File: src/rtl/led_sink_pkg.sv
// Shared types and sizes for the LED put-sink responder.
// Imported by the top level and its prescaler.
package led_sink_pkg;
   typedef enum logic {IDLE, SHOW} state_t;

   localparam int DEPTH = 2;
   localparam int OCC_W = $clog2(DEPTH + 1);

   function automatic int hold_w(input int ticks);
      return $clog2(ticks + 1);
   endfunction
endpackage

File: src/rtl/tick_prescaler.sv
// Free-running prescaler; tick pulses one cycle when the count is all-ones.
// Reusable tick source for other board top levels.
module tick_prescaler
   import led_sink_pkg::*;
#(
   parameter int PRESCALE_BITS = 20
) (
   input  logic CLK,
   input  logic RST_N,
   output logic tick
);
   logic [PRESCALE_BITS-1:0] r_cnt;

   always_ff @(posedge CLK or negedge RST_N) begin
      if (!RST_N) r_cnt <= '0;
      else        r_cnt <= r_cnt + 1'b1;
   end

   assign tick = &r_cnt;
endmodule

File: src/rtl/led_put_sink.sv
// Action-method responder: accepts put(value), buffers two entries and
// shows each on the LEDs for HOLD_TICKS prescaler ticks.
module led_put_sink
   import led_sink_pkg::*;
#(
   parameter int WIDTH         = 4,
   parameter int PRESCALE_BITS = 20,
   parameter int HOLD_TICKS    = 2
) (
   input  logic             CLK,
   input  logic             RST_N,
   input  logic             put_EN,
   input  logic [WIDTH-1:0] put_ARG,
   output logic             put_RDY,
   output logic [WIDTH-1:0] led,
   output logic             busy,
   output logic             heartbeat
);
   localparam int HW = hold_w(HOLD_TICKS);
   localparam logic [HW-1:0] HOLD_INIT = HW'(HOLD_TICKS);

   logic             w_tick;
   state_t           r_state, w_state_n;
   logic [HW-1:0]    r_hold, w_hold_n;
   logic [WIDTH-1:0] r_led, w_led_n;
   logic [WIDTH-1:0] r_mem [DEPTH];
   logic [OCC_W-1:0] r_occ;
   logic             r_head;
   logic             r_hb;
   logic             w_accept, w_push, w_pop, w_bypass, w_wr_idx;

   tick_prescaler #(.PRESCALE_BITS(PRESCALE_BITS)) u_tick (
      .CLK  (CLK),
      .RST_N(RST_N),
      .tick (w_tick)
   );

   assign put_RDY  = (r_occ != OCC_W'(DEPTH));
   assign w_accept = put_EN & put_RDY;
   assign w_push   = w_accept & ~w_bypass;
   assign w_wr_idx = r_head ^ r_occ[0];

   // Pop decisions only see entries stored before this edge.
   always_comb begin
      w_state_n = r_state;
      w_hold_n  = r_hold;
      w_led_n   = r_led;
      w_pop     = 1'b0;
      w_bypass  = 1'b0;
      unique case (r_state)
         IDLE: begin
            if (r_occ != '0) begin
               w_pop     = 1'b1;
               w_led_n   = r_mem[r_head];
               w_hold_n  = HOLD_INIT;
               w_state_n = SHOW;
            end else if (w_accept) begin
               w_bypass  = 1'b1;
               w_led_n   = put_ARG;
               w_hold_n  = HOLD_INIT;
               w_state_n = SHOW;
            end
         end
         SHOW: begin
            if (w_tick) begin
               if (r_hold == HW'(1)) begin
                  if (r_occ != '0) begin
                     w_pop    = 1'b1;
                     w_led_n  = r_mem[r_head];
                     w_hold_n = HOLD_INIT;
                  end else begin
                     w_hold_n  = '0;
                     w_state_n = IDLE;
                  end
               end else begin
                  w_hold_n = r_hold - HW'(1);
               end
            end
         end
         default: w_state_n = IDLE;
      endcase
   end

   always_ff @(posedge CLK or negedge RST_N) begin
      if (!RST_N) begin
         r_state <= IDLE;
         r_hold  <= '0;
         r_led   <= '0;
         r_hb    <= 1'b0;
      end else begin
         r_state <= w_state_n;
         r_hold  <= w_hold_n;
         r_led   <= w_led_n;
         r_hb    <= r_hb ^ w_tick;
      end
   end

   always_ff @(posedge CLK or negedge RST_N) begin
      if (!RST_N) begin
         r_occ  <= '0;
         r_head <= 1'b0;
         for (int i = 0; i < DEPTH; i++) r_mem[i] <= '0;
      end else begin
         if (w_push) r_mem[w_wr_idx] <= put_ARG;
         if (w_pop)  r_head <= ~r_head;
         if (w_push && !w_pop)      r_occ <= r_occ + OCC_W'(1);
         else if (w_pop && !w_push) r_occ <= r_occ - OCC_W'(1);
      end
   end

   assign led       = r_led;
   assign busy      = (r_state == SHOW);
   assign heartbeat = r_hb;
endmodule

File: config.mk
export PLATFORM = sky130hd
export DESIGN_NAME = led_put_sink
export DESIGN_NICKNAME = d
export VERILOG_FILES = /design/src/rtl/led_sink_pkg.sv /design/src/rtl/tick_prescaler.sv /design/src/rtl/led_put_sink.sv
export SDC_FILE = /design/constraint.sdc
export NUM_CORES = 1
export LEC_CHECK = 0
export BUFFER_PORTS_ARGS = -buffer_cell sky130_fd_sc_hd__buf_2
export CORE_MARGIN = 1.5
export CORE_UTILIZATION = 45
export CTS_CLUSTER_DIAMETER = 120
export DETAILED_ROUTE_END_ITERATION = 16
export GPL_TIMING_DRIVEN = 0
export MAX_ROUTING_LAYER = met4
export PLACE_DENSITY = 0.67
export RECOVER_POWER = 25
export REMOVE_ABC_BUFFERS = 1
export SLEW_MARGIN = 20
export SYNTH_ARGS = -nofsm -noshare
export SYNTH_HDL_FRONTEND = slang
export SYNTH_SLANG_ARGS = --single-unit
File: constraint.sdc
create_clock -name CLK -period 5.9 [get_ports CLK]
set_input_delay 1.18 -clock CLK [delete_from_list [all_inputs] [get_ports CLK]]
set_output_delay 1.18 -clock CLK [all_outputs]
set_load 0.05 [all_outputs]
==> results by group, run 1 <==
Outcome
  – Outcome: finished, violations left
  – Failing checks: max-capacitance violations, max-slew violations

STA
  – Layout Skew: 0.00879 ns
  – Setup WS post-layout: 3.29 ns
  – Fin. Hold Viols: 0
  – Fin crit share: 44.3%
  – Slew margin rel.: -34.4%
  – Hold Slack: 0.474 ns
  – Final setup vio count: 0
  – Fmax: 0.383 GHz
  – TNS Setup: 0 ns
  – RSZ-0062 raised after global routing: no
  – Fin crit period: 2.61 ns
  – Final Max Tran Viols: 40
  – Worst Tran Pin Value: 2.02 ns

Worst setup path
  – Critical Path RT: 5.90 ns
  – Cells on worst reg2reg path: 9
  – Worst path slowest cell: clkbuf_1
  – Setup crit start kind: input port
  – RR Endpoint: r_occ[1]$_DFFE_PN0P_
  – Crit Path Category: input port to async pin
  – WP buf/inv: 1
  – CP cell instances: clkbuf_1
  – Setup crit end kind: async pin
  – Largest fanout on the critical path: 39
  – Slowest stage delay, CP: 1.41 ns
  – FF-to-FF setup slack: 3.56 ns
  – Arr. time, crit path: 2.61 ns
  – CP delay by family, top: buffers and inverters
  – Reg2reg start: u_tick.r_cnt[0]$_DFF_PN0_

Detailed routing
  – Antenna Violating Nets Remaining: 0
  – WL final: 3230 µm
  – Vias: 1245
  – First DRT Iteration DRCs: 107
  – Drt via density: 5.30
  – Routed len/inst: 13.8 µm
  – Drt pass-1 iters: 4
  – DR DRC count: 0

CTS
  – CTS tree: yes
  – H-tree depth: 2
  – Worst-skew pair later-pin latency: 0.29 ns
  – Clk root buf: clkbuf_8
  – Post-CTS Resized: 0
  – Setup Fix Bufs, Post-CTS: 0
  – CTS Sinks: 39
  – Hold_buf cts: 0
  – Deepest clock path buffer count: 2
  – Clk slew on worst S/H paths: 0.07 ns
  – CTS Buf Count: 5

Logic synthesis
  – Post-synthesis sequential area ratio: 50.3%
  – Compound-Gate Fraction of Synth Area: 5.41%
  – Post-synthesis adder-cell area fraction: 1.93%
  – Seq cells post-synth: 39
  – YS warnings: 0
  – Number of synthesized flops with an enable pin: 0
  – Top post-synthesis cells by area: dfrtp_1 50%, xnor2_1 5.9%, mux2_1 4.6%, mux2i_1 4.1%, xor2_1 4.1%
  – Post-synthesis mux area share: 8.76%
  – Mapped Area: 1940 µm²
  – Most frequent cells after synthesis: 39 x dfrtp_1, 13 x xnor2_1, 12 x nand2_1, 11 x nor2_1, 9 x xor2_1
  – Synth top area share: 50.3%
  – Post-Synth Simple-Gate Area: 19.8%
  – Synth async-reset ratio: 100%
  – Dominant synthesized flop cell: dfrtp_1
  – XOR/XNOR Fraction of Synth Area: 10.8%
  – Unique masters post-synth: 41
  – Cell with the most instances after synthesis: dfrtp_1
  – Top cell type by total area after synthesis: dfrtp_1
  – Largest family of logic cells by synthesized area: simple AND/OR/NAND/NOR gates
  – Syn Inst Count: 170
  – Avg Cell Area, Syn: 11.4 µm²

Finish
  – Core Util, Final: 52.4%
  – Share of post-route cells with drive strength above 1: 14.6%
  – Nets@finish: 194
  – Area Overhead vs Synth: 10.2%
  – # diodes: 0

Die
  – DIE AREA: 4720 µm²
  – Core area: 4090 µm²
  – I/O pin cnt: 14
  – Chip height: 68.7 µm
  – Row count: 23
  – Initial Utilization: 47.5%
  – Die W: 68.7 µm

Flow run
  – Max cap viols: 1

Global route
  – Number of global-route vias before repair: 1188
  – First-pass GRT wire length: 5340 µm
  – Total GRT Usage: 15.9%
  – GR Overflow Total: 0
  – Pin count of the biggest net entering global routing: 40
  – Initial antenna violation count: 0

Power and ir drop
  – IR drop worst, VDD: 0.203 mV
  – PD cells: 329 nW/µm²
  – Pleak: 1.03 nW

Placement
  – Buffers on Ports: 13
  – Detail Placement HPWL: 2330 µm
  – Routability congestion estimate: 0.789
  – Dpl ws: 3.55 ns

Worst hold path
  – Worst min path class: register to register
  – Min-Delay Endpoint: u_tick.r_cnt[0]$_DFF_PN0_
  – Hold Path Origin: u_tick.r_cnt[0]$_DFF_PN0_
  – Hold Path Stages: 1
==> stage by stage <==
stage	std cells	total power, mW	instance area, µm²
3_3_place_gp	227	0.472	2040
4_1_cts	235	0.712	2160
6_report	235	0.704	2140
3_5_place_dp	227	0.481	2040
2_1_floorplan	164	0.444	1910
5_1_grt	235	0.745	2140
==> area by class of cell <==
type / count / area (µm²)
Tap cell: 50 / 62.6
Inverter: 8 / 30.0
Sequential cell: 39 / 976
Clock buffer: 6 / 82.6
Multi-Input combinational cell: 117 / 890
Clock inverter: 2 / 35.0
Timing Repair Buffer: 13 / 63.8
Fill cell: 367 / 1950
==> routing by layer <==
metal / GRT usage [%] / up-vias / wire length, µm
li1: - / 615 / -
met1: 19.9 / 610 / 1520
met2: 24.3 / 13 / 1580
met3: 4.38 / 7 / 86
met4: 6.62 / 0 / 55
met5: - / - / 0
==> placed cells by master (no fill, tap or decap), drive strengths merged, types with 2 or more instances in the layout <==
cell,synthesis,layout
dfrtp,39,39
xnor2,13,13
nand2,12,12
buf,3,12
nor2,11,11
xor2,10,10
mux2,8,8
mux2i,8,8
nand4,8,8
inv,8,8
clkbuf,3,7
a21oi,6,6
and3,5,5
and4,4,4
nand3,4,4
nor3,4,4
ha,3,3
nor4,3,3
nand2b,2,2
nand3b,2,2
or2,2,2
==> where the power goes <==
group | internal (mW) | leakage, nW | switching [mW]
clock | 0.137 | 0.0612 | 0.0923
sequential | 0.305 | 0.494 | 0.0328
combinational | 0.0605 | 0.470 | 0.0766
total | 0.502 | 1.03 | 0.202
==> logic make-up after synthesis <==
group	count (synthesis)
adder cells (fa/ha/maj)	3
multiplexers	16
buffers and inverters	14
flip-flops	39
AO/OA/AOI/OAI	15
XOR/XNOR	23
AND/OR/NAND/NOR	60
==> flip-flops by register name, summed over array words and instances (netlist names) <==
name          count
r_head            1
r_hold            2
busy              1
u_tick.r_cnt     20
r_mem             8
led               4
heartbeat         1
r_occ             2
==> worst max-delay path by stage <==
stage | start | endpoint | cells past startpoint
2_1_floorplan | r_occ[0]$_DFFE_PN0P_ | put_RDY | 1
3_3_place_gp | put_EN | led[2]$_DFFE_PN0P_ | 5
3_5_place_dp | put_EN | led[3]$_DFFE_PN0P_ | 5
4_1_cts | r_occ[0]$_DFFE_PN0P_ | put_RDY | 2
5_1_grt | RST_N | u_tick.r_cnt[0]$_DFF_PN0_ | 1
6_report | RST_N | u_tick.r_cnt[2]$_DFF_PN0_ | 1
Note: power is estimated with default switching activity, not from simulation.
==> inputs of run 2 (changes only) <==
--- a/config.mk
+++ b/config.mk
@@ -12,7 +12,7 @@
 export DETAILED_ROUTE_END_ITERATION = 16
 export GPL_TIMING_DRIVEN = 0
 export MAX_ROUTING_LAYER = met4
-export PLACE_DENSITY = 0.67
+export PLACE_DENSITY = 0.7
 export RECOVER_POWER = 25
 export REMOVE_ABC_BUFFERS = 1
 export SLEW_MARGIN = 20
==> constraint.sdc (replaced) <==
create_clock -name CLK -period 2.2 [get_ports CLK]
set_input_delay 0.44 -clock CLK [delete_from_list [all_inputs] [get_ports CLK]]
set_output_delay 0.44 -clock CLK [all_outputs]
set_load 0.05 [all_outputs]
==> results by group, run 2 (synthesis gave the netlist of run 1 again) <==
STA
  – RSZ-0062 raised after global routing: no
  – Fin. Hold Viols: 0
  – Fmax: 0.495 GHz
  – Hold Slack: 0.275 ns
  – Fin crit period: 2.02 ns
  – Worst Tran Pin Value: 0.937 ns
  – Final setup vio count: 0
  – Setup WS post-layout: 0.179 ns
  – Layout Skew: 0.00785 ns
  – Final Max Tran Viols: 0
  – Slew margin rel.: 37.5%
  – TNS Setup: 0 ns
  – Fin crit share: 91.9%

Global route
  – Initial antenna violation count: 0
  – Pin count of the biggest net entering global routing: 40
  – Total GRT Usage: 17.0%
  – Number of global-route vias before repair: 1258
  – GR Overflow Total: 0
  – First-pass GRT wire length: 5550 µm

Finish
  – Most frequent cells in the layout: 39 x dfrtp_1, 13 x xnor2_1, 12 x nand2_1, 12 x buf_2, 11 x nor2_1
  – Most flops, register: u_tick.r_cnt
  – Core Util, Final: 52.9%
  – Number of flip-flops in the largest register: 20
  – # diodes: 0
  – Share of post-route cells with drive strength above 1: 17.6%
  – Post-route cell area: 2160 µm²
  – Nets@finish: 197
  – Finished Layout Cells: 238
  – Most common cell after layout, fill and taps aside: dfrtp_1
  – Area Overhead vs Synth: 11.3%

CTS
  – H-tree depth: 2
  – CTS tree: yes
  – CTS Buf Count: 5
  – Hold_buf cts: 0
  – Worst-skew pair later-pin latency: 0.29 ns
  – Clk slew on worst S/H paths: 0.08 ns
  – CTS Sinks: 39
  – Clk root buf: clkbuf_8
  – Deepest clock path buffer count: 2

Die
  – Chip height: 68.7 µm
  – I/O pin cnt: 14
  – Initial Utilization: 47.5%
  – Row count: 23
  – Core area: 4090 µm²
  – DIE AREA: 4720 µm²
  – Die W: 68.7 µm

Placement
  – Placed Cells: 227
  – Placed cell areas: 2040 µm²
  – Routability congestion estimate: 0.770
  – Detail Placement HPWL: 2370 µm
  – Buffers on Ports: 13
  – Dpl ws: 0.0341 ns

Power and ir drop
  – Total power: 1.73 mW
  – Pleak: 1.02 nW
  – IR drop worst, VDD: 0.338 mV
  – PD cells: 802 nW/µm²

Detailed routing
  – Drt via density: 5.39
  – Top Layer Used: met4
  – Vias: 1284
  – Drt pass-1 iters: 4
  – WL final: 3290 µm
  – Met3 routed WL: 85 µm
  – Routed len/inst: 13.8 µm
  – DR DRC count: 0
  – First DRT Iteration DRCs: 55
  – Metal-1 WL: 1480 µm
  – Antenna Violating Nets Remaining: 0
  – Metal2 WL: 1650 µm

Worst setup path
  – Cells on worst reg2reg path: 9
  – Crit Path Category: register to register
  – Arr. time, crit path: 2.24 ns
  – Critical Path RT: 2.42 ns
  – Reg2reg start: u_tick.r_cnt[0]$_DFF_PN0_
  – Setup crit end kind: register
  – Critical path origin: u_tick.r_cnt[0]$_DFF_PN0_
  – Setup crit start kind: register
  – Largest fanout on the critical path: 7

Worst hold path
  – Worst min path class: input port to async pin

Flow run
  – Max cap viols: 0

Outcome
  – Outcome: completed
run 2: area by class of cell:
class                      count  area [µm²]
fill                         365        1930
sequential                    39         976
multi-input combinational    117         920
timing repair buffer          16        87.6
clock buffer                   6        72.6
tap                           50        62.6
inverter                       8        30.0
clock inverter                 2        12.5
run 2: repair_timing:
item                       CTS  global route
setup buffers                0             3
resized for setup            0             2
setup endpoints to repair    0             2
run 2: final timing paths:
check / end / slack [ns]
hold / removal: heartbeat$_DFF_PN0_ / 0.28
setup reg to reg: r_occ[1]$_DFFE_PN0P_ / 0.18
max in group asynchronous: u_tick.r_cnt[6]$_DFF_PN0_ / 1.34
min in group CLK: r_mem[4]$_DFFE_PN0P_ / 0.39
setup / recovery: r_occ[1]$_DFFE_PN0P_ / 0.18
hold reg to reg: r_mem[5]$_DFFE_PN0P_ / 0.49
run 2: power breakdown:
part           internal (mW)  total, mW  switching, mW  leakage, nW
Sequential             0.818      0.906         0.0877        0.494
Clock                  0.221      0.465          0.244       0.0412
Combinational          0.162      0.361          0.199        0.489
Total                   1.20       1.73          0.531         1.02
run 2: routing by layer:
metal | vias up | global-route usage (%)
li1 | 621 | -
met1 | 640 | 19.4
met2 | 15 | 27.5
met3 | 8 | 3.90
met4 | 0 | 9.56
met5 | - | -
run 2: worst max-delay path, cell delays in order, from the launching register on:
cell,delay [ns]
dfrtp_1,0.42
ha_4,0.18
nand3_4,0.15
nor4_4,0.29
nand3_1,0.12
a21o_1,0.19
ha_1,0.20
xor2_1,0.14
nor2_1,0.12
xor2_1,0.14
